$ cat src/rtl/sobel_calc_pipe.sv
// Three-stage Sobel gradient magnitude with valid/ready flow control.
// Optional SOBEL_THRESH_EN binarises the result against thresh_i.
module sobel_calc_pipe #(
    parameter int DATA_W       = 8,
    parameter int PIPE_REG_OUT = 1
) (
    input  logic              clk,
    input  logic              rst,
    input  logic [DATA_W-1:0] d0_i,
    input  logic [DATA_W-1:0] d1_i,
    input  logic [DATA_W-1:0] d2_i,
    input  logic [DATA_W-1:0] d3_i,
    input  logic [DATA_W-1:0] d4_i,
    input  logic [DATA_W-1:0] d5_i,
    input  logic [DATA_W-1:0] d6_i,
    input  logic [DATA_W-1:0] d7_i,
    input  logic [DATA_W-1:0] d8_i,
    input  logic              done_i,
    input  logic              mode_i,
    input  logic [DATA_W-1:0] thresh_i,
    input  logic              ready_i,
    output logic              ready_o,
    output logic [DATA_W-1:0] grayscale_o,
    output logic              done_o
);
    localparam int PW = DATA_W + 2;
    localparam int SW = DATA_W + 3;

    logic adv;
    logic take;

    assign adv     = ready_i | ~done_o;
    assign ready_o = adv;
    assign take    = done_i & adv;

    // d4 carries no weight in either kernel
    logic unused_centre;
    assign unused_centre = ^d4_i;

    logic [PW-1:0] s1_gxp_q, s1_gxp_d;
    logic [PW-1:0] s1_gxn_q, s1_gxn_d;
    logic [PW-1:0] s1_gyp_q, s1_gyp_d;
    logic [PW-1:0] s1_gyn_q, s1_gyn_d;
    logic          s1_mode_q, s1_mode_d;
    logic          s1_vld_q, s1_vld_d;

    always_comb begin
        s1_gxp_d  = s1_gxp_q;
        s1_gxn_d  = s1_gxn_q;
        s1_gyp_d  = s1_gyp_q;
        s1_gyn_d  = s1_gyn_q;
        s1_mode_d = s1_mode_q;
        s1_vld_d  = s1_vld_q;
        if (adv) begin
            s1_vld_d = done_i;
        end
        if (take) begin
            s1_gxp_d  = PW'(d0_i) + (PW'(d3_i) << 1) + PW'(d6_i);
            s1_gxn_d  = PW'(d2_i) + (PW'(d5_i) << 1) + PW'(d8_i);
            s1_gyp_d  = PW'(d0_i) + (PW'(d1_i) << 1) + PW'(d2_i);
            s1_gyn_d  = PW'(d6_i) + (PW'(d7_i) << 1) + PW'(d8_i);
            s1_mode_d = mode_i;
        end
    end

    always_ff @(posedge clk or posedge rst) begin
        if (rst) begin
            s1_gxp_q  <= '0;
            s1_gxn_q  <= '0;
            s1_gyp_q  <= '0;
            s1_gyn_q  <= '0;
            s1_mode_q <= 1'b0;
            s1_vld_q  <= 1'b0;
        end else begin
            s1_gxp_q  <= s1_gxp_d;
            s1_gxn_q  <= s1_gxn_d;
            s1_gyp_q  <= s1_gyp_d;
            s1_gyn_q  <= s1_gyn_d;
            s1_mode_q <= s1_mode_d;
            s1_vld_q  <= s1_vld_d;
        end
    end

    logic signed [SW-1:0] gx;
    logic signed [SW-1:0] gy;
    logic [PW-1:0]        s2_agx_q, s2_agx_d;
    logic [PW-1:0]        s2_agy_q, s2_agy_d;
    logic                 s2_mode_q, s2_mode_d;
    logic                 s2_vld_q, s2_vld_d;

    always_comb begin
        gx = $signed({1'b0, s1_gxp_q}) - $signed({1'b0, s1_gxn_q});
        gy = $signed({1'b0, s1_gyp_q}) - $signed({1'b0, s1_gyn_q});
        s2_agx_d  = s2_agx_q;
        s2_agy_d  = s2_agy_q;
        s2_mode_d = s2_mode_q;
        s2_vld_d  = s2_vld_q;
        if (adv) begin
            s2_vld_d = s1_vld_q;
        end
        // data only moves with a real window so bubbles leave it intact
        if (adv && s1_vld_q) begin
            s2_agx_d  = gx[SW-1] ? PW'(-gx) : PW'(gx);
            s2_agy_d  = gy[SW-1] ? PW'(-gy) : PW'(gy);
            s2_mode_d = s1_mode_q;
        end
    end

    always_ff @(posedge clk or posedge rst) begin
        if (rst) begin
            s2_agx_q  <= '0;
            s2_agy_q  <= '0;
            s2_mode_q <= 1'b0;
            s2_vld_q  <= 1'b0;
        end else begin
            s2_agx_q  <= s2_agx_d;
            s2_agy_q  <= s2_agy_d;
            s2_mode_q <= s2_mode_d;
            s2_vld_q  <= s2_vld_d;
        end
    end

    logic [SW-1:0]     l1;
    logic [PW-1:0]     mx;
    logic [SW-1:0]     mag;
    logic [DATA_W-1:0] sat;
    logic [DATA_W-1:0] res;

    always_comb begin
        l1  = SW'(s2_agx_q) + SW'(s2_agy_q);
        mx  = (s2_agx_q >= s2_agy_q) ? s2_agx_q : s2_agy_q;
        mag = s2_mode_q ? SW'(mx) : l1;
        sat = (mag > SW'({DATA_W{1'b1}})) ? {DATA_W{1'b1}}
                                          : mag[DATA_W-1:0];
`ifdef SOBEL_THRESH_EN
        res = (sat > thresh_i) ? {DATA_W{1'b1}} : '0;
`else
        res = sat;
`endif
    end

`ifndef SOBEL_THRESH_EN
    logic unused_thresh;
    assign unused_thresh = ^thresh_i;
`endif

    generate
        if (PIPE_REG_OUT != 0) begin : g_reg
            logic [DATA_W-1:0] out_q, out_d;
            logic              vo_q, vo_d;

            always_comb begin
                out_d = out_q;
                vo_d  = vo_q;
                if (adv) begin
                    vo_d = s2_vld_q;
                end
                if (adv && s2_vld_q) begin
                    out_d = res;
                end
            end

            always_ff @(posedge clk or posedge rst) begin
                if (rst) begin
                    out_q <= '0;
                    vo_q  <= 1'b0;
                end else begin
                    out_q <= out_d;
                    vo_q  <= vo_d;
                end
            end

            assign grayscale_o = out_q;
            assign done_o      = vo_q;
        end else begin : g_comb
            assign grayscale_o = res;
            assign done_o      = s2_vld_q;
        end
    endgenerate
endmodule

$ cat config.mk
export PLATFORM = sky130hd
export DESIGN_NAME = sobel_calc_pipe
export DESIGN_NICKNAME = d
export VERILOG_FILES = /design/src/rtl/sobel_calc_pipe.sv
export SDC_FILE = /design/constraint.sdc
export NUM_CORES = 1
export LEC_CHECK = 0
export ABC_CLOCK_PERIOD_IN_PS = 3560
export CAP_MARGIN = 30
export CORE_ASPECT_RATIO = 1.1
export CORE_MARGIN = 2
export CORE_UTILIZATION = 56
export DETAILED_ROUTE_END_ITERATION = 8
export PLACE_DENSITY_LB_ADDON = 0.08
export SLEW_MARGIN = 20
export SYNTH_ARGS = -nofsm -noshare
export SYNTH_HDL_FRONTEND = slang
export SYNTH_SLANG_ARGS = --single-unit
$ cat constraint.sdc
create_clock -name clk -period 3.56 [get_ports clk]
set_input_delay 0.534 -clock clk [delete_from_list [all_inputs] [get_ports clk]]
set_output_delay 0.534 -clock clk [all_outputs]
set_load 0.02 [all_outputs]
==> results of run 1 <==
registers in the layout (all words and copies together) (netlist names):
name         flops
done_o           1
grayscale_o      8
s1_gxn_q        10
s1_gxp_q        10
s1_gyn_q        10
s1_gyp_q        10
s1_mode_q        1
s1_vld_q         1
s2_agx_q        10
s2_agy_q        10
s2_mode_q        1
s2_vld_q         1
layout by cell type (no fill, tap or decap), drive strengths merged, types with 2 or more instances in the layout:
master,netlist,final
a31oi,7,7
mux2i,13,13
nor3,11,11
bufinv,0,2
clkdlybuf4s50,0,78
nand3,11,11
a21oi,39,39
xor2,24,24
nor2b,6,6
buf,3,7
nand2,88,88
o22a,8,8
clkbuf,16,9
o311ai,2,2
inv,67,70
and2,2,2
fa,35,35
nand2b,9,9
mux2,2,2
or2,4,4
dfrtp,73,73
or4b,2,2
o21ai,71,71
o211ai,3,3
or3,4,4
ha,78,78
clkinv,0,2
a21o,18,18
o31ai,3,3
nor2,28,28
a211oi,4,4
o21bai,12,12
o21a,6,6
a211o,4,4
xnor2,34,34
worst max path at each step:
stage | from | end | slack [ps] | depth (start not counted)
finish | d0_i[2] | s1_gxp_q[8] | 560 | 10
CTS | d0_i[2] | s1_gxp_q[8] | 480 | 10
floorplan | d0_i[2] | s1_gyp_q[8] | 980 | 9
global placement | d0_i[2] | s1_gyp_q[8] | 210 | 10
detailed placement | d0_i[2] | s1_gxp_q[8] | 120 | 10
global route | d6_i[2] | s1_gyn_q[8] | 390 | 10
metrics by stage:
step / instances / power, mW
2_1_floorplan: 703 / 5.01
3_3_place_gp: 918 / 5.86
3_5_place_dp: 918 / 6.04
4_1_cts: 934 / 7.07
5_1_grt: 935 / 7.73
6_report: 935 / 7.06
cells by family (layout without fill, tap and decap cells):
kind of cell    count (synthesis)  in the layout  share of synthesized area [%]
compound gates                188            188                           18.3
simple gates                  170            170                           12.0
fa+ha+maj                     113            113                           26.0
buf+inv                        86            168                           5.05
flops                          73             73                           28.3
xor+xnor                       58             58                           7.88
mux                            15             15                           2.37
routing by layer:
metal	vias up	track usage, %	routed length, um
met5	-	0	0
met4	0	9.21	428
met3	21	5.92	642
met2	123	48.5	7880
met1	2391	28.5	6130
li1	2572	-	-
final cells by class:
cell class,instances,area (um2)
clock buffers,9,225
clock inverters,7,100
fillers,933,3590
inverters,67,251
multi-input cells,544,4300
flip-flops and latches,73,1830
well taps,150,188
repair buffers,85,858
power by group through the flow:
stage	sequential (mW)	combinational, mW	clock, mW
final	1.49	4.58	0.984
after CTS	1.49	4.57	1.00
after global placement	1.49	4.38	0
after detailed placement	1.50	4.53	0
after floorplan	1.41	3.60	0
after global routing	1.53	5.15	1.04
critical path, stage by stage:
cell and delay [ps]:
clkdlybuf4s50_1 540, fa_1 550, ha_1 300, a21o_1 170
a21oi_1 240, o21bai_1 120, a211o_1 300, a31oi_1 200
xor2_1 190, o21ai_1 70
==> results.cfg, run 1 <==
[route]
postRouteAntennaNets = 0
wirelength_mm = 15.1
dr.pass1.iters = 4
vias = 5107
via_per_inst = 5.46
drcViolationCount = 0
routedWlPerCell_um = 16.1
drtIter0Drc = 262

[timing]
tightest_slew_ps = 850
tns_ps = 0
slew_viol_final = 0
fin_skew_ps = 6.42
rsz0062_at_grt = no
period_needed_ps = 3000
setup_slack_ps = 557
hold_slack_ps = 469
relSlewSlack_pct = 43.3
hold_violations = 0
period_share_pct = 84.3
setup_viol = 0
fmax_mhz = 333

[clock_tree]
cts_tree = done
clkTransAtPathRegs_ps = 60
cts_resized = 0
cts_max_path_buffers = 2
cts_setup_buffers = 0
htreeDepth = 3
root_buffer = clkbuf_16
clock_sinks = 73
clk-insertion-delay-late_ps = 340
hold_buffers = 0
cts-buffers-inserted = 9

[yosys]
yosysSeqAreaShare_pct = 28.3
synth_top_area_share_pct = 28.3
async_flop_share_pct = 100
synthTopCellsByCount = nand2_1, ha_1, dfrtp_1, inv_1, a21oi_1
syn_area_mm2 = 0.00644
syn_area_per_cell_um2 = 9.17
ys_top_cells_by_area = dfrtp_1, ha_1, fa_1
synthCells = 703
synth.net_count = 901
ys_seq_elements = 73
yosysTopAreaCell = dfrtp_1
synth_most_common_cell = nand2_1
synth_edf_count = 0
yosys_warnings = 0
synth_cell_types = 54
synth_ff_type = dfrtp_1

[floorplan]
die-area_mm2 = 0.0124
chipHeight_um = 117
boundaryPins = 95
num_rows = 41
core_area_mm2 = 0.0113
initial_core_util_pct = 56.8
die_w_um = 106

[power]
cellPowerDensity_mw_per_mm2 = 911
pwr-share-comb_pct = 64.9
p_leak_nw = 3.62
internal_power_mw = 3.83
ir_drop_v = 0.000394
p_switching_mw = 3.23
p_sw_share_pct = 45.7
clkPwrFrac_pct = 13.9
p_seq_share_pct = 21.1

[cells_and_area]
finalInstanceArea_mm2 = 0.00774
final_core_util_pct = 68.3
diodes = 0
area_delta_synth_final_pct = 20.2
final_nets = 978
drive_gt1_share_pct = 5.10

[place]
post_dp_cell_area_mm2 = 0.00740
dp_slack_ps = 118
gp_congestion = 0.938
numPortBuffers = 78
dp_hpwl_mm = 12.5

[setup_path]
r2r_end = grayscale_o[7]
worstPathRequired_ps = 3780
cp-end-kind = flip-flop
worst_setup_path_start_kind = primary input
r2r.worst_path.cells = 9
worstPathMaxFanout = 2
r2r-start = s2_agy_q[8]
rrSetupSlack_ps = 710
cp.arrival_ps = 3230
critical_path_class = primary input to flip-flop

[global_routing]
grt.total_usage_pct = 25.8
grt_pass1_wl_mm = 24.4
grt_overflow = 0
grt_pass1_vias = 5092
grt_max_degree = 61
antenna_found_initial = 0

[status]
status = complete, no violations

[hold_path]
hold_path.startpoint = s2_vld_q
hp-class = flip-flop to flip-flop
min_path_cells = 2
min_to = done_o

[flow_run]
max-cap-violations = 0
Note: power is estimated with default switching activity, not from simulation.
==> run 2: changes to the inputs <==
--- a/config.mk
+++ b/config.mk
@@ -5,11 +5,11 @@
 export SDC_FILE = /design/constraint.sdc
 export NUM_CORES = 1
 export LEC_CHECK = 0
-export ABC_CLOCK_PERIOD_IN_PS = 3560
+export ABC_CLOCK_PERIOD_IN_PS = 2500
 export CAP_MARGIN = 30
 export CORE_ASPECT_RATIO = 1.1
 export CORE_MARGIN = 2
-export CORE_UTILIZATION = 56
+export CORE_UTILIZATION = 51
 export DETAILED_ROUTE_END_ITERATION = 8
 export PLACE_DENSITY_LB_ADDON = 0.08
 export SLEW_MARGIN = 20
==> constraint.sdc (replaced) <==
create_clock -name clk -period 2.5 [get_ports clk]
set_input_delay 0.375 -clock clk [delete_from_list [all_inputs] [get_ports clk]]
set_output_delay 0.375 -clock clk [all_outputs]
set_load 0.02 [all_outputs]
==> run 2 against run 1 <==
The flow now finishes with violations (setup timing). Sequential share of layout area is 2.6 points lower. Die area up 9.4%. Flip-flop and latch count stayed put. Final area rose by 13%. Register-to-register slack worse by 970 ps. Worst setup slack got worse by 820 ps. Highest routed layer is now met5. Critical path type is now flip-flop to flip-flop. Combinational power rose by 88%.
==> results.cfg, run 2 (synthesis results as in run 1) <==
[status]
status = finished with violations
failed_checks = setup timing

[power]
ir_drop_v = 0.000740
cellPowerDensity_mw_per_mm2 = 1370
finalPower_mw = 12.0
p_leak_nw = 4.13

[route]
highest_layer = met5
wl_met2_mm = 8.64
met1_length_mm = 6.46
vias = 5551
routedWlPerCell_um = 15.8
drtIter0Drc = 217
postRouteAntennaNets = 0
via_per_inst = 5.38
dr.pass1.iters = 4
wirelength_mm = 16.3
drcViolationCount = 0
route.met3.wl_um = 646

[setup_path]
cpMostUsedCell = inv_2
path_cells = inv_2 -> ha_4 -> inv_2 -> fa_2 -> a211oi_4 -> nor2_2 -> xor2_1 -> buf_4 -> or3_4 -> buf_6 -> o21ai_4 -> xor2_2 -> o21ai_1
worstPathMaxFanout = 2
critPathBufInv = 4
cp-end-kind = flip-flop
slowest_delay_ps = 370
cpMaxStageDelayCell = dfrtp_1
worst_setup_path_start_kind = flip-flop
critPathTopFamily = compound AO/OA/AOI/OAI gates
cp.arrival_ps = 2990
worstPathRequired_ps = 2720
critical_path_class = flip-flop to flip-flop

[clock_tree]
cts_tree = done
clock_sinks = 73
cts_max_path_buffers = 2
htreeDepth = 3
clk-insertion-delay-late_ps = 340
root_buffer = clkbuf_16
cts-buffers-inserted = 9
clkTransAtPathRegs_ps = 60

[cells_and_area]
final_cell_mix = buf_4, nand2_1, dfrtp_1
final_nets = 1066
final_core_util_pct = 69.8
drive_gt1_share_pct = 21.3
multi_input_area_mm2 = 0.00463
num-fill-cells = 1004
final_common_cell = buf_4
area_delta_synth_final_pct = 35.3
regArea_mm2 = 0.00183

[floorplan]
core_area_mm2 = 0.0125
boundaryPins = 95
initial_core_util_pct = 51.6
chipHeight_um = 122
die_w_um = 111
num_rows = 43
die-area_mm2 = 0.0136

[place]
gp_congestion = 0.968
dp_hpwl_mm = 12.7
numPortBuffers = 78

[timing]
hold_violations = 0
tightest_slew_ps = 707
slew_viol_final = 0
fin_skew_ps = 9.43
fmax_mhz = 362
rsz0062_at_grt = yes
period_needed_ps = 2760
relSlewSlack_pct = 52.5
setup_viol = 9
period_share_pct = 111
hold_slack_ps = 433
setup_slack_ps = -265

[global_routing]
grt_overflow = 0
grt_max_degree = 74
antenna_found_initial = 3
grt_pass1_vias = 5676
grt.total_usage_pct = 24.2
grt_pass1_wl_mm = 26.1

[hold_path]
hp-class = primary input to async pin

[flow_run]
max-cap-violations = 0
run 2: changes by cell type in the layout (fill, tap and decap cells not counted), sizes merged, moves of 3 or more:
cell,delta
buf,+88
inv,-3
clkbuf,+6
dlygate4sd2,+13
dlymetal6s2s,+3
clkdlybuf4s50,-21
run 2: area by class of cell:
| class | count | share of cell area [%] |
|---|---|---|
| Multi-Input combinational cell | 544 | 53.2 |
| Clock inverter | 5 | 0.646 |
| Sequential cell | 73 | 21.0 |
| Antenna cell | 1 | 0.0287 |
| Tap cell | 157 | 2.25 |
| Inverter | 67 | 2.88 |
| Timing Repair Buffer | 173 | 17.4 |
| Clock buffer | 11 | 2.67 |
run 2: timing repair:
action,CTS,global route
endpoints found under the setup margin,34,40
gates resized for setup,54,46
pin swaps,46,56
hold buffers,0,0
buffers inserted,20,8
run 2: worst paths after layout:
check | end | from | depth (start not counted) | slack [ps]
setup / recovery | s2_agy_q[7] | s1_gyp_q[0] | 13 | -260
hold / removal | grayscale_o[7] | rst | 3 | 430
setup reg to reg | s2_agy_q[7] | s1_gyp_q[0] | 13 | -260
hold reg to reg | done_o | s2_vld_q | 2 | 470
max in group asynchronous | s1_gyp_q[2] | rst | 3 | 1740
min in group clk | done_o | s2_vld_q | 2 | 470
run 2: stage by stage:
stage               TNS (ps)  setup WS [ps]  instances  instance area (um2)
floorplan                  0           5.93        703                 6450
global placement      -11390           -617        986                 7900
detailed placement    -12990           -632        986                 7900
CTS                     -819           -290       1022                 8480
global route           -3460           -379       1030                 8720
finish                 -1920           -265       1031                 8720
run 2: worst reg2reg max path, stage by stage (launching register included):
cell	delay (ps)
dfrtp_1	370
inv_2	70
ha_4	140
inv_2	40
fa_2	360
a211oi_4	310
nor2_2	80
xor2_1	180
buf_4	160
or3_4	350
buf_6	140
o21ai_4	170
xor2_2	180
o21ai_1	90
run 2: routing by layer:
layer  vias to the layer above  track usage, %
li1                       2741               -
met3                        38            4.28
met4                         4            10.2
met5                         -               0
met2                       133            47.0
met1                      2635            25.8
run 2: power by group:
group / leakage [nW] / total, mW / switching (mW) / internal [mW]
Sequential: 0.876 / 2.07 / 0.395 / 1.68
Combinational: 3.12 / 8.61 / 4.48 / 4.13
Clock: 0.139 / 1.28 / 0.506 / 0.772
Total: 4.13 / 12.0 / 5.38 / 6.58
